`config.mk`:
```
export PLATFORM = sky130hd
export DESIGN_NAME = sample_sequencer
export DESIGN_NICKNAME = d
export VERILOG_FILES = /design/src/rtl/sample_seq_pkg.sv /design/src/rtl/sample_fifo.sv /design/src/rtl/sample_sequencer.sv
export SDC_FILE = /design/constraint.sdc
export NUM_CORES = 1
export LEC_CHECK = 0
export CORE_UTILIZATION = 40
export DETAILED_ROUTE_END_ITERATION = 10
export GPL_ROUTABILITY_DRIVEN = 0
export GPL_TIMING_DRIVEN = 0
export HOLD_SLACK_MARGIN = 0.06
export SLEW_MARGIN = 0
export SYNTH_ARGS = -nofsm -noshare
export SYNTH_HDL_FRONTEND = slang
export SYNTH_SLANG_ARGS = --single-unit
```
`constraint.sdc`:
```
create_clock -name clk -period 4.28 [get_ports clk]
set_clock_uncertainty 0.2 [all_clocks]
set_input_delay 0.856 -clock clk [delete_from_list [all_inputs] [get_ports clk]]
set_output_delay 0.856 -clock clk [all_outputs]
set_load 0.005 [all_outputs]
```
`src/rtl/sample_seq_pkg.sv`:
```
// Shared types for the sample sequencer: FSM state encoding and the queued sample entry.
// Entry field widths are fixed here and track the sequencer's default parameters.
package sample_seq_pkg;

  localparam int unsigned SEQ_NUM_CH = 2;
  localparam int unsigned SEQ_DATA_W = 32;
  localparam int unsigned SEQ_CNT_W  = 16;
  localparam int unsigned SEQ_CH_W   = (SEQ_NUM_CH > 1) ? $clog2(SEQ_NUM_CH) : 1;

  typedef enum logic [1:0] {
    ST_IDLE  = 2'd0,
    ST_COUNT = 2'd1,
    ST_SCAN  = 2'd2,
    ST_FLUSH = 2'd3
  } seq_state_e;

  typedef struct packed {
    logic [SEQ_CH_W-1:0]   ch;
    logic [SEQ_DATA_W-1:0] data;
    logic [SEQ_CNT_W-1:0]  seq;
  } sample_entry_t;

endpackage

```
`src/rtl/sample_fifo.sv`:
```
// Synchronous FIFO of sample entries with registered status; head reads the storage directly.
// A push into a full FIFO is dropped even when a pop happens in the same cycle.
module sample_fifo
  import sample_seq_pkg::*;
#(
  parameter int unsigned DEPTH = 4
) (
  input  logic          clk,
  input  logic          rst_n,
  input  logic          push,
  input  sample_entry_t push_entry,
  input  logic          pop,
  output logic          full,
  output logic          empty,
  output sample_entry_t head
);

  localparam int unsigned PTR_W = (DEPTH > 1) ? $clog2(DEPTH) : 1;
  localparam int unsigned OCC_W = PTR_W + 1;

  sample_entry_t    mem [DEPTH];
  logic [PTR_W-1:0] wr_ptr;
  logic [PTR_W-1:0] rd_ptr;
  logic [OCC_W-1:0] count;
  logic [OCC_W-1:0] count_nxt;
  logic             do_push;
  logic             do_pop;

  assign do_push = push && !full;
  assign do_pop  = pop && !empty;

  // Occupancy after this cycle's accepted push/pop.
  always_comb begin
    count_nxt = count;
    case ({do_push, do_pop})
      2'b10:   count_nxt = count + OCC_W'(1);
      2'b01:   count_nxt = count - OCC_W'(1);
      default: count_nxt = count;
    endcase
  end

  always_ff @(posedge clk or negedge rst_n) begin
    if (!rst_n) begin
      wr_ptr <= '0;
      rd_ptr <= '0;
      count  <= '0;
      full   <= 1'b0;
      empty  <= 1'b1;
      for (int i = 0; i < int'(DEPTH); i++) begin
        mem[i] <= '0;
      end
    end else begin
      if (do_push) begin
        mem[wr_ptr] <= push_entry;
        wr_ptr      <= wr_ptr + PTR_W'(1);
      end
      if (do_pop) begin
        rd_ptr <= rd_ptr + PTR_W'(1);
      end
      count <= count_nxt;
      full  <= (count_nxt == OCC_W'(DEPTH));
      empty <= (count_nxt == '0);
    end
  end

  assign head = mem[rd_ptr];

endmodule

```
`src/rtl/sample_sequencer.sv`:
```
// Programmable multi-channel sampling engine: snapshots enabled channels every period cycles
// for a programmed number of ticks and serialises them through a FIFO to a valid/ready consumer.
module sample_sequencer
  import sample_seq_pkg::*;
#(
  parameter int unsigned NUM_CH     = 2,
  parameter int unsigned DATA_W     = 32,
  parameter int unsigned CNT_W      = 16,
  parameter int unsigned FIFO_DEPTH = 4,
  localparam int unsigned CH_W      = (NUM_CH > 1) ? $clog2(NUM_CH) : 1
) (
  input  logic                     clk,
  input  logic                     rst_n,
  input  logic                     start,
  input  logic [CNT_W-1:0]         period,
  input  logic [CNT_W-1:0]         num_samples,
  input  logic [NUM_CH-1:0]        ch_en,
  input  logic [NUM_CH*DATA_W-1:0] ch_data,
  output logic                     out_valid,
  input  logic                     out_ready,
  output logic [CH_W-1:0]          out_ch,
  output logic [DATA_W-1:0]        out_data,
  output logic [CNT_W-1:0]         out_seq,
  output logic                     busy,
  output logic                     done,
  output logic                     overflow,
  output logic                     missed
);

  seq_state_e               state;
  seq_state_e               state_nxt;
  logic [CNT_W-1:0]         period_q;
  logic [CNT_W-1:0]         num_q;
  logic [NUM_CH-1:0]        en_q;
  logic [CNT_W-1:0]         cnt;
  logic [CNT_W-1:0]         seq;
  logic [CH_W-1:0]          idx;
  logic [NUM_CH*DATA_W-1:0] hold;

  logic          accept;
  logic          snap;
  logic          push;
  logic          done_nxt;
  logic          tick;
  logic          last_ch;
  logic          last_tick;
  logic          fifo_full;
  logic          fifo_empty;
  logic          pop;
  sample_entry_t push_entry;
  sample_entry_t head;

  assign tick      = (cnt == '0);
  assign last_ch   = (idx == CH_W'(NUM_CH - 1));
  assign last_tick = (seq == num_q - CNT_W'(1));

  always_ff @(posedge clk or negedge rst_n) begin
    if (!rst_n) begin
      state <= ST_IDLE;
    end else begin
      state <= state_nxt;
    end
  end

  // Next-state decode plus the one-cycle control strobes for the datapath.
  always_comb begin
    state_nxt = state;
    accept    = 1'b0;
    snap      = 1'b0;
    push      = 1'b0;
    done_nxt  = 1'b0;
    case (state)
      ST_IDLE: begin
        if (start && (period != '0) && (num_samples != '0)) begin
          accept    = 1'b1;
          state_nxt = ST_COUNT;
        end
      end
      ST_COUNT: begin
        if (tick) begin
          snap      = 1'b1;
          state_nxt = ST_SCAN;
        end
      end
      ST_SCAN: begin
        push = en_q[idx];
        if (last_ch) begin
          state_nxt = last_tick ? ST_FLUSH : ST_COUNT;
        end
      end
      ST_FLUSH: begin
        if (fifo_empty) begin
          done_nxt  = 1'b1;
          state_nxt = ST_IDLE;
        end
      end
      default: state_nxt = ST_IDLE;
    endcase
  end

  // Configuration latch, tick counter (free-running through SCAN), snapshot and scan bookkeeping.
  always_ff @(posedge clk or negedge rst_n) begin
    if (!rst_n) begin
      period_q <= '0;
      num_q    <= '0;
      en_q     <= '0;
      cnt      <= '0;
      seq      <= '0;
      idx      <= '0;
      hold     <= '0;
      overflow <= 1'b0;
      missed   <= 1'b0;
      done     <= 1'b0;
      busy     <= 1'b0;
    end else begin
      done <= done_nxt;
      busy <= (state_nxt != ST_IDLE);
      if (accept) begin
        period_q <= period;
        num_q    <= num_samples;
        en_q     <= ch_en;
        cnt      <= period - CNT_W'(1);
        seq      <= '0;
        overflow <= 1'b0;
        missed   <= 1'b0;
      end
      if ((state == ST_COUNT) || (state == ST_SCAN)) begin
        cnt <= tick ? (period_q - CNT_W'(1)) : (cnt - CNT_W'(1));
      end
      if (snap) begin
        hold <= ch_data;
        idx  <= '0;
      end
      if (state == ST_SCAN) begin
        if (tick) begin
          missed <= 1'b1;
        end
        if (push && fifo_full) begin
          overflow <= 1'b1;
        end
        if (!last_ch) begin
          idx <= idx + CH_W'(1);
        end else if (!last_tick) begin
          seq <= seq + CNT_W'(1);
        end
      end
    end
  end

  always_comb begin
    push_entry      = '0;
    push_entry.ch   = SEQ_CH_W'(idx);
    push_entry.data = SEQ_DATA_W'(hold[32'(idx) * DATA_W +: DATA_W]);
    push_entry.seq  = SEQ_CNT_W'(seq);
  end

  assign pop = !fifo_empty && out_ready;

  sample_fifo #(
    .DEPTH(FIFO_DEPTH)
  ) u_fifo (
    .clk       (clk),
    .rst_n     (rst_n),
    .push      (push),
    .push_entry(push_entry),
    .pop       (pop),
    .full      (fifo_full),
    .empty     (fifo_empty),
    .head      (head)
  );

  assign out_valid = !fifo_empty;
  assign out_ch    = CH_W'(head.ch);
  assign out_data  = DATA_W'(head.data);
  assign out_seq   = CNT_W'(head.seq);

endmodule

```
==> results.md <==
* CTS tree: built
* Post-CTS sizing at 2
* Cell Area, Synth at between 15000 and 20000 sq um
* Synth top area cells: dfrtp_1 (54%), mux2_2 (12%), mux4_2 (7.0%)
* Share of cells above drive strength 1 at 0.189
* Via count at around 11000
* Place WS at -0.800 ns
* CP endpoint kind: output port
* Asr flop ratio synth at 1.00
* Reg2reg end: cnt[12]$_DFFE_PN0P_
* Slew Viols, Final at 0
* CTS sink count at roughly 340
* CP Max Fanout at 10
* Hold WS at about 0.17 ns
* Hold buffer count at cts at 0
* Syn nets at around 1500
* Layout area overhead at 22.3%
* Area leader, netlist: dfrtp_1
* Worst-skew pair later-pin latency at between 0.5 and 0.6 ns
* CTS Buf Count at 40
* Root Driver: clkbuf_16
* First-pass GRT wire length at 65200 um
* Kind of critical path: flip-flop to output port
* Mean post-synth cell area at about 12 sq um
* Die width at 201 um
* I/O pin total at between 150 and 200
* Leak Pwr at slightly above 8 nW
* Final Hold Fails at 0
* # H-tree levels at 2
* Vias in the first global route at roughly 12000
* Max rail drop VDD at 317 uV
* Rows at 72
* Status: finished clean
* Antenna Nets Post-Route at 0
* Worst Hold Class: input pin to asynchronous set/reset pin
* Core Area at 38800 sq um
* Post-synthesis cell type count at 65
* GRT Util Overall at 0.206
* Flop2flop setup slack at between 0.2 and 0.25 ns
* Final std cells w/o fill at about 2100
* Seq/Total Area, Yosys at 0.542
* Largest net degree at the start of global routing at 117
* Mean routed wirelength per cell at ~19 um
* Dominant synthesized flop cell: dfrtp_1
* Setup-failing EPs final at 0
* Worst-path clk slew at 0.05 ns
* First drt pass iteration count at 5
* PwrDens at slightly below 500 nW/um^2
* Placed insts at approximately 2000
* Max transition margin at 0.334
* RSZ-0062 raised after global routing: yes
* Grt total ovfl at 0
* Final period utilization at 0.955
* Drt drc at 0
* Die ar. at 40300 sq um
* Post-synth EDFFs at 0
* Cells after Synth at approximately 1300
* Yosys top cell area share at 0.541
* IO Port Bufs at roughly 160
* Initial antenna violation count at 0
* Worst r2r src: state[1]$_DFF_PN0_
* Setup TNS at 0 ns
* Iter 0 DRT Violations at 512
* FILL cells at between 3000 and 4000
* Setup ws final at roughly 0.19 ns
* Die H at 201 um
* Setup bufs post-CTS at 0
* Max Fclk at ~240 MHz
* WP data arrival at ~3.0 ns
* Ant diodes at 0
* Worst slew pin tran at 0.998 ns
* Max Root-Sink Buffers at 3
* Max-cap viol count at 0
* Initial Util at 0.407
* Synth warn at 0
* Seq cells post-synth at between 300 and 400
* Post-layout minimum cycle time at approximately 4 ns
* Req. time, crit path at around 3.2 ns
* Post-Route WL at just over 40000 um
* Via/cell ratio at about 5.4
* Post-DP HPWL at between 20000 and 30000 um
* NumNets Final at between 1500 and 2000
* Worst r2r path cells at 13
* Worst Setup Start Kind: flip-flop
[final cells by class]
class,instances,area [sq um],share of cell area
Clock buffer,55,1100,0.0568
Timing Repair Buffer,157,1610,0.0835
Buffer,94,387,0.0200
Multi-Input combinational cell,882,6800,0.352
Tap cell,518,648,0.0336
Inverter,15,56.3,0.00292
Clock inverter,12,145,0.00752
Sequential cell,342,8560,0.443
[how the worst max path moves through the flow]
stage,startpoint,to,slack [ns],cells after the start
2_1_floorplan,state[1]$_DFF_PN0_,cnt[12]$_DFFE_PN0P_,0.22,15
3_3_place_gp,rst_n,u_fifo.mem[101]$_DFFE_PN0P_,-12.78,1
3_5_place_dp,state[1]$_DFF_PN0_,cnt[12]$_DFFE_PN0P_,-0.80,15
4_1_cts,state[1]$_DFF_PN0_,cnt[12]$_DFFE_PN0P_,0.004,13
5_1_grt,u_fifo.rd_ptr[0]$_DFFE_PN0P_,out_data[23],-0.007,4
6_report,u_fifo.rd_ptr[0]$_DFFE_PN0P_,out_data[23],0.19,4
[cell families (layout without fill, tap and decap cells)]
group | after synthesis | in the layout | synth area share
AO/OA/AOI/OAI | 243 | 243 | 0.0901
XOR/XNOR | 37 | 37 | 0.0205
adder cells (fa/ha/maj) | 14 | 14 | 0.0116
buffers and inverters | 111 | 333 | 0.0273
flip-flops | 342 | 342 | 0.542
multiplexers | 249 | 249 | 0.210
AND/OR/NAND/NOR | 339 | 339 | 0.0987
[Yosys cell counts (4+ instances only)]
master,n
nand4_1,7
ha_1,13
nor2_1,43
a221o_1,8
and2_1,4
nor4_1,17
nand2b_1,4
nand2_1,185
o21ai_1,6
or2_2,4
mux4_2,49
xnor2_1,23
and3_1,18
xor2_1,14
o22ai_1,5
mux2_2,162
buf_2,4
o21ai_0,156
a31oi_1,7
a211o_1,4
o31ai_1,4
dfrtp_1,341
a21oi_1,27
nand3_1,14
or4_1,5
nor3_1,14
inv_1,15
nor3b_1,5
mux2i_1,38
nor2b_1,7
clkbuf_1,76
buf_1,14
[worst max-delay path: stages (launching register included)]
cell	delay, ns
dfrtp_1	0.32
clkbuf_1	0.29
clkdlybuf4s15_1	0.75
mux4_2	0.64
clkdlybuf4s50_1	0.47
[metrics by stage]
step	total power [mW]	cell area, sq um	utilization
6_report	9.46	19300	0.497
5_1_grt	9.98	19300	0.497
4_1_cts	9.56	19300	0.497
3_5_place_dp	6.27	18000	0.465
3_3_place_gp	6.23	18000	0.463
2_1_floorplan	5.49	15800	-
[per-layer routing]
metal / GRT usage / part of all wire
met5: 0 / 0
met4: 0.0567 / 0.022
met3: 0.0378 / 0.041
met2: 0.333 / 0.48
met1: 0.284 / 0.46
[cells in the final DEF (no fill, tap or decap), types with 12 or more instances in the layout]
cell	instances
mux4_2	49
mux2i_1	38
clkdlybuf4s50_1	154
clkbuf_16	40
nor2_1	43
ha_1	12
a21oi_1	27
nor3_1	14
dfrtp_1	341
clkbuf_1	85
mux2_2	162
xnor2_1	23
and3_1	18
nand3_1	14
nor4_1	17
o21ai_0	156
inv_1	15
nand2_1	185
xor2_1	14
[state kept, by name, indices dropped and copies added (netlist names)]
signal,flops
cnt,16
u_fifo.empty,1
missed,1
en_q,2
hold,64
u_fifo.rd_ptr,2
u_fifo.full,1
u_fifo.mem,196
period_q,16
u_fifo.count,3
busy,1
num_q,16
seq,16
overflow,1
idx,1
done,1
u_fifo.wr_ptr,2
state,2
[power by group]
| group | leakage, nW | internal (mW) | switching [mW] |
|---|---|---|---|
| combinational | 3.22 | 1.04 | 1.29 |
| sequential | 4.49 | 3.58 | 0.295 |
| clock | 0.604 | 1.92 | 1.33 |
Power figures use the tool's default switching activity.
